`src/rtl/frame_buf_ctrl.sv`:
```
`default_nettype none
// ============================================================================
//  Module   : frame_buf_ctrl
//  Brief    : Double-buffered frame controller. The host fills the back
//             buffer while the display scans the front buffer. The two
//             buffers exchange roles at a frame boundary once the back
//             buffer holds a complete frame.
//  Revision : 1.0 - initial release
// ============================================================================
module frame_buf_ctrl #(
  parameter int FRAME_PIXELS = 10000,
  parameter int ADDR_W       = 20
) (
  input  logic              clk,
  input  logic              reset,

  // Host write side
  input  logic              wr_valid,
  output logic              wr_ready,
  input  logic [31:0]       wr_data,

  // Display request
  input  logic              scan_en,

  // Buffer 0 / buffer 1 control
  output logic              RE0,
  output logic              WE0,
  output logic              RE1,
  output logic              WE1,
  output logic [ADDR_W-1:0] Addr0,
  output logic [ADDR_W-1:0] Addr1,
  output logic [31:0]       WData0,
  output logic [31:0]       WData1,

  // Buffer read data, valid one cycle after the matching RE
  input  logic [7:0]        R0,
  input  logic [7:0]        G0,
  input  logic [7:0]        B0,
  input  logic [7:0]        R1,
  input  logic [7:0]        G1,
  input  logic [7:0]        B1,

  // Display pixel output
  output logic [7:0]        pix_r,
  output logic [7:0]        pix_g,
  output logic [7:0]        pix_b,
  output logic              pix_valid,
  output logic              frame_end,
  output logic              swap
);

  // Last pixel address of a frame and the counter increment.
  localparam logic [ADDR_W-1:0] C_LAST_ADDR = ADDR_W'(FRAME_PIXELS - 1);
  localparam logic [ADDR_W-1:0] C_ONE       = ADDR_W'(1);

  // --------------------------------------------------------------------------
  // Controller state
  // --------------------------------------------------------------------------
  logic              front_sel_q,   front_sel_d;    // index of the scanned buffer
  logic              front_valid_q, front_valid_d;  // front holds a full frame
  logic              back_full_q,   back_full_d;    // back frame complete, waiting
  logic [ADDR_W-1:0] wr_addr_q,     wr_addr_d;      // next host write address
  logic [ADDR_W-1:0] rd_addr_q,     rd_addr_d;      // next display read address

  // Read-return tracking: one read in flight, tagged with its buffer so the
  // returned pixel comes from the right buffer even across a role exchange.
  logic              rd_pend_q,     rd_pend_d;
  logic              rd_sel_q,      rd_sel_d;
  logic [23:0]       pix_hold_q,    pix_hold_d;     // last delivered pixel {B,G,R}

  // --------------------------------------------------------------------------
  // Combinational events
  // --------------------------------------------------------------------------
  logic              w_wr_fire;
  logic              w_rd_fire;
  logic              w_last_wr;
  logic              w_last_rd;
  logic              w_frame_end;
  logic              w_swap;
  logic [23:0]       w_rd_pix;

  // Decode the per-cycle transfer events; nothing fires while in reset.
  always_comb begin
    w_last_wr   = (wr_addr_q == C_LAST_ADDR);
    w_last_rd   = (rd_addr_q == C_LAST_ADDR);
    w_wr_fire   = !reset && wr_valid && !back_full_q;
    w_rd_fire   = !reset && front_valid_q && scan_en;
    w_frame_end = w_rd_fire && w_last_rd;
    // A full back frame takes over either immediately (nothing on display)
    // or exactly at the end of the frame currently being scanned. A back
    // frame that completes in the same cycle as frame_end is not yet marked
    // full, so the front repeats one more frame before the exchange.
    w_swap      = !reset && back_full_q && (!front_valid_q || w_frame_end);
    w_rd_pix    = rd_sel_q ? {B1, G1, R1} : {B0, G0, R0};
  end

  // Next-state logic for the frame bookkeeping and read pipeline.
  always_comb begin
    front_sel_d   = front_sel_q;
    front_valid_d = front_valid_q;
    back_full_d   = back_full_q;
    wr_addr_d     = wr_addr_q;
    rd_addr_d     = rd_addr_q;
    rd_pend_d     = w_rd_fire;
    rd_sel_d      = front_sel_q;
    pix_hold_d    = rd_pend_q ? w_rd_pix : pix_hold_q;

    if (w_wr_fire) begin
      if (w_last_wr) begin
        wr_addr_d   = '0;
        back_full_d = 1'b1;
      end else begin
        wr_addr_d   = wr_addr_q + C_ONE;
      end
    end

    if (w_rd_fire) begin
      rd_addr_d = w_last_rd ? '0 : (rd_addr_q + C_ONE);
    end

    // Role exchange overrides: the new front starts scanning from pixel 0.
    // No write can be accepted in this cycle since back_full is set.
    if (w_swap) begin
      front_sel_d   = !front_sel_q;
      front_valid_d = 1'b1;
      back_full_d   = 1'b0;
      rd_addr_d     = '0;
    end
  end

  // State register with synchronous reset; buffer contents are untouched.
  always_ff @(posedge clk) begin
    if (reset) begin
      front_sel_q   <= 1'b0;
      front_valid_q <= 1'b0;
      back_full_q   <= 1'b0;
      wr_addr_q     <= '0;
      rd_addr_q     <= '0;
      rd_pend_q     <= 1'b0;
      rd_sel_q      <= 1'b0;
      pix_hold_q    <= '0;
    end else begin
      front_sel_q   <= front_sel_d;
      front_valid_q <= front_valid_d;
      back_full_q   <= back_full_d;
      wr_addr_q     <= wr_addr_d;
      rd_addr_q     <= rd_addr_d;
      rd_pend_q     <= rd_pend_d;
      rd_sel_q      <= rd_sel_d;
      pix_hold_q    <= pix_hold_d;
    end
  end

  // Route the write to the back buffer and the read to the front buffer.
  // Since front and back are always different buffers, a single buffer never
  // sees RE and WE together; idle buffers get zero address and data.
  always_comb begin
    RE0    = 1'b0;
    WE0    = 1'b0;
    RE1    = 1'b0;
    WE1    = 1'b0;
    Addr0  = '0;
    Addr1  = '0;
    WData0 = '0;
    WData1 = '0;

    if (w_wr_fire) begin
      if (front_sel_q) begin
        WE0    = 1'b1;
        Addr0  = wr_addr_q;
        WData0 = wr_data;
      end else begin
        WE1    = 1'b1;
        Addr1  = wr_addr_q;
        WData1 = wr_data;
      end
    end

    if (w_rd_fire) begin
      if (front_sel_q) begin
        RE1   = 1'b1;
        Addr1 = rd_addr_q;
      end else begin
        RE0   = 1'b1;
        Addr0 = rd_addr_q;
      end
    end
  end

  // Host handshake, pixel output and event pulses, all forced low in reset.
  always_comb begin
    wr_ready  = !reset && !back_full_q;
    frame_end = w_frame_end;
    swap      = w_swap;
    pix_valid = !reset && rd_pend_q;
    pix_r     = 8'h00;
    pix_g     = 8'h00;
    pix_b     = 8'h00;
    if (!reset) begin
      if (rd_pend_q) begin
        {pix_b, pix_g, pix_r} = w_rd_pix;
      end else begin
        {pix_b, pix_g, pix_r} = pix_hold_q;
      end
    end
  end

endmodule
`default_nettype wire

```
`config.mk`:
```
export PLATFORM = sky130hd
export DESIGN_NAME = frame_buf_ctrl
export DESIGN_NICKNAME = d
export VERILOG_FILES = /design/src/rtl/frame_buf_ctrl.sv
export SDC_FILE = /design/constraint.sdc
export NUM_CORES = 1
export LEC_CHECK = 0
export CAP_MARGIN = 25
export CORE_ASPECT_RATIO = 0.6
export CORE_UTILIZATION = 30
export DETAILED_ROUTE_END_ITERATION = 10
export MAX_ROUTING_LAYER = met4
export PLACE_DENSITY = 0.75
export SKIP_LAST_GASP = 1
export SLEW_MARGIN = 20
export SYNTH_ARGS = -nofsm -noshare
export SYNTH_HDL_FRONTEND = slang
export SYNTH_SLANG_ARGS = --single-unit
```
`constraint.sdc`:
```
create_clock -name clk -period 2.5 [get_ports clk]
set_input_delay 0.5 -clock clk [delete_from_list [all_inputs] [get_ports clk]]
set_output_delay 0.5 -clock clk [all_outputs]
set_load 0.02 [all_outputs]
```
After elaboration in Yosys (flattened, before gate mapping) --
Cells that the tools add are included.
Operators by class: reductions and logical operators 16, equal/unequal tests 2, $add $sub $neg 2, mux-type cells 27
Operators with widths (count):
- 20-bit 2-to-1 mux | 10
- 32-bit 2-to-1 mux | 4
- 8-bit 2-to-1 mux | 6
- 20-bit by 1-bit adder with 20-bit output, second input constant | 2
- 20-bit by 14-bit == test with 1-bit output, second input constant | 2
- 24-bit 2-to-1 mux | 1
- 1-bit logical AND | 9
- 1-bit 2-to-1 mux | 6
- 1-bit logical NOT | 4
- 2-bit AND reduction | 1
- 2-bit OR reduction | 1
- 1-bit logical OR | 1
Storage, ports and cells: output and inout port bits 136, register bits after elaboration 69

Logic depth before layout (Yosys ltp) --
word-level depth 7, mapped depth 9

Worst setup path before layout --
Ideal clock, no wire load.
path type in2out, start in reset, end out WData1[22], stages 5, data arrival time 2049 ps, path slack -49 ps, required time 2000 ps, buffers on the path 2, path through or3b_2 clkbuf_8 nor2_1 clkbuf_1 and2_1
On the way: word-level cells in the longest chain between the ends 4
Ends and longest elaborated chain:
- start, declared | line 15 | input logic reset,
- 1-bit logical NOT
- 1-bit logical AND (2 in series) | line 86 | w_wr_fire = !reset && wr_valid && !back_full_q;
- 32-bit 2-to-1 mux | line 167 | if (w_wr_fire) begin
- end, declared | line 33 | output logic [31:0] WData1,
Every way passes these cells.

Worst setup path in the final report --
start reg rd_addr_q[1], end out swap
On the way: word-level cells in the longest chain between the ends 4
Ends and longest elaborated chain:
- start, declared | line 63 | logic [ADDR_W-1:0] rd_addr_q, rd_addr_d;
- start signal, assigned | line 147 | rd_addr_q <= rd_addr_d;
- 20-bit by 14-bit == test with 1-bit output | line 85 | w_last_rd = (rd_addr_q == C_LAST_ADDR);
- 1-bit logical AND | line 88 | w_frame_end = w_rd_fire && w_last_rd;
- 1-bit logical OR | line 93 | w_swap = !reset && back_full_q && (!front_valid_q || w_frame_end);
- 1-bit logical AND | line 93
- end, declared | line 49 | output logic swap
Every way passes these cells.

==> results.py <==
metrics = {
    "status": {
        "status": "completed",
    },
    "placement": {
        "io_buffer_count": 219,
        "placed_area_um2": 6874,
        "dp_hpwl_um": 11700,
        "dp_slack_ns": -0.7668,
        "gp_congestion": 0.8673,
    },
    "timing": {
        "whs_ns": 0.4911,
        "max_freq_mhz": 408.0,
        "finalSetupTns_ns": 0,
        "worst_slack_ns": 0.04921,
        "tightest_slew_ns": 0.4750,
        "drv_slew": 0,
        "fin_crit_ns": 2.451,
        "max-slew-margin-rel_pct": 68.33,
        "hold_viol": 0,
        "setup_viol": 0,
        "rsz0062_at_grt": "true",
        "timing.final.crit_share_pct": 98.03,
        "fin_skew_ns": 0.007891,
    },
    "yosys": {
        "postSynthAreaPerCell_um2": 8.246,
        "ys_ff_latch": 69,
        "synth_cell_type_count": 46,
        "synth_edf_count": 0,
        "ys_async_sr_fraction_pct": 0,
        "synth.area.top_cells": "dfxtp_1 33%, a211oi_1 8.5%, a22o_1 7.9%",
        "dominantRegCellSynth": "dfxtp_1",
        "synth.largest_area_cell": "dfxtp_1",
        "yosysTopAreaCellShare_pct": 32.65,
        "synthesis.area_um2": 4230,
        "yosysSeqAreaShare_pct": 32.65,
        "ys_warn_count": 0,
        "synthCells": 513,
        "synth_fp_nets": 599,
    },
    "power_and_ir_drop": {
        "p_comb_share_pct": 12.4,
        "pwr-share-seq_pct": 42.0,
        "powerDensity_nw_per_um2": 371.9,
        "swShare_pct": 24.21,
        "power_switching_mw": 0.6374,
        "power_frac_clock_pct": 45.6,
        "internal_power_mw": 1.996,
        "peakVddDrop_uv": 293.3,
        "p_leak_nw": 3.248,
    },
    "clock_network": {
        "clk_transition_reported_paths_ns": 0.06,
        "clock_path_buffers": 2,
        "cts_tree": "done",
        "htreeDepth": 3,
        "cts_buffers": 9,
        "ctsRootBufferMaster": "clkbuf_16",
        "hold_buffers": 0,
        "clk_latency_ns": 0.33,
        "cts_sinks": 69,
    },
    "critical_path": {
        "crit_path_max_incr_delay_ns": 0.34,
        "crit_path_end_kind": "primary output",
        "path_cells": "ha_2 > nor4b_1 > and4_1 > a41oi_1 > nor2_1 > clkdlybuf4s15_2",
        "crit_arrival_ns": 1.95,
        "slowest_stage": "dfxtp_1",
        "critPathMaxFanout": 5,
        "crit_required_ns": 2.00,
        "critPathLaunchType": "flip-flop",
        "worst-setup-path-type": "flip-flop to primary output",
    },
    "floorplan": {
        "core_area_um2": 13710,
        "die_area_um2": 14600,
        "die_h_um": 93.98,
        "num_rows": 33,
        "io_pins": 220,
        "fp.dieW_um": 155.3,
        "start_util_pct": 30.86,
    },
    "grt": {
        "grt_start_max_net_pins": 51,
        "grt_overflow": 0,
        "antenna_found_initial": 3,
        "grt_pass1_vias": 4566,
        "globalRouteTotalUtil_pct": 21.39,
        "grt_pass1_wl_um": 23560,
    },
    "routing": {
        "vias": 4812,
        "drtPass1Iterations": 5,
        "avgViaCountPerCell": 5.081,
        "drtIter0Drc": 358,
        "ant_nets": 0,
        "detail_route.wl_per_cell_um": 15.98,
        "drc": 0,
        "totalWireLength_um": 15130,
    },
    "cells_and_area": {
        "drive_gt1_share_pct": 21.81,
        "syn2layout_area_growth_pct": 67.35,
        "multi_input_area_um2": 2653,
        "fillers": 1282,
        "final_util_pct": 51.64,
        "final_area_um2": 7079,
        "regArea_um2": 1385,
        "finalNetCount": 833,
    },
    "min_path": {
        "hold_path_class": "flip-flop to flip-flop",
    },
    "flow_run": {
        "max_cap_violations": 0,
    },
}
-- synthesized netlist by cell type, drive strengths merged, types with 11 or more instances --
cell and instances:
nor2 77, xor2 27, clkbuf 35, and3 42, a22o 40, buf 12
mux2i 24, and2 35, nand4 11, nand2 24, dfxtp 69, a211oi 48
nand3 15
-- area by class of cell --
cell class | instances | area share, %
Sequential cell | 69 | 19.57
Tap cell | 192 | 3.393
Clock inverter | 6 | 0.6363
Timing Repair Buffer | 271 | 35.35
Multi-Input combinational cell | 394 | 37.47
Antenna cell | 3 | 0.1060
Clock buffer | 10 | 3.376
Inverter | 2 | 0.1060
-- per-layer routing --
| layer | vias to the layer above | wire (um) | track usage, % |
|---|---|---|---|
| li1 | 2327 | - | - |
| met1 | 2219 | 6254 | 24.73 |
| met2 | 232 | 7280 | 35.81 |
| met3 | 34 | 1256 | 5.535 |
| met4 | 0 | 337 | 8.415 |
| met5 | - | 0 | - |
-- repair_timing --
item	CTS	global route
resized for setup	298	75
setup buffers	2	0
setup endpoints to repair	130	85
gates cloned	3	0
pin swaps	1	1
-- worst max-delay path, delay by kind of cell (launching register included) --
| family | cells | cell delay (ns) |
|---|---|---|
| simple gates | 3 | 0.61 |
| buf+inv | 1 | 0.29 |
| fa+ha+maj | 1 | 0.23 |
| compound gates | 1 | 0.16 |
| flops | 1 | 0.34 |
-- stage by stage --
step           std cells  power [mW]
2_1_floorplan        513       1.241
5_1_grt              947       2.735
3_5_place_dp         923       1.449
4_1_cts              944       2.676
3_3_place_gp         923       1.442
6_report             947       2.633
-- power by group through the flow --
stage / Sequential, mW / Clock [mW] / Combinational (mW)
final: 1.11 / 1.20 / 0.326
after global routing: 1.11 / 1.28 / 0.349
after CTS: 1.11 / 1.24 / 0.327
after detailed placement: 1.13 / 0 / 0.318
after global placement: 1.13 / 0 / 0.311
after floorplan: 1.13 / 0 / 0.112
-- final timing paths --
check / start / end / slack, ns / cells after the start
min reg2reg: front_valid_q$_SDFFE_PP0P_ / front_valid_q$_SDFFE_PP0P_ / 0.49 / 2
max: rd_addr_q[1]$_SDFFE_PP0N_ / swap / 0.05 / 6
min: front_valid_q$_SDFFE_PP0P_ / front_valid_q$_SDFFE_PP0P_ / 0.49 / 2
max reg2reg: wr_addr_q[6]$_SDFFE_PP0P_ / wr_addr_q[18]$_SDFFE_PP0P_ / 0.40 / 5
-- flip-flops by register name (all words and copies together) (netlist names) --
register	flops
back_full_q	1
front_sel_q	1
front_valid_q	1
pix_hold_q	24
rd_addr_q	20
rd_pend_q	1
rd_sel_q	1
wr_addr_q	20
-- cell usage in the layout (no fill, tap or decap), types with 4 or more instances in the layout --
cell             instances
clkdlybuf4s50_1         83
clkbuf_2                20
nand3_1                 14
dfxtp_1                 68
a21oi_1                  4
and4_1                   6
nand4_1                 11
xnor2_1                  9
nor3_1                   4
a211oi_1                48
nor2_1                  76
a22o_1                  38
mux2i_1                 24
and3_1                  39
dlygate4sd2_1           19
buf_12                   9
buf_2                   42
nand2_1                 24
and2_1                  33
xor2_1                  27
buf_4                   38
dlymetal6s2s_1          17
clkdlybuf4s15_1         24
clkdlybuf4s15_2         12
clkbuf_16                9
-- cell families after synthesis --
family          synth area share (%)
compound gates                 18.49
xor+xnor                       7.454
fa+ha+maj                     0.5914
buf+inv                        5.265
flops                          32.65
mux                            5.679
simple gates                   29.87
(Power assumes the default switching activity.)
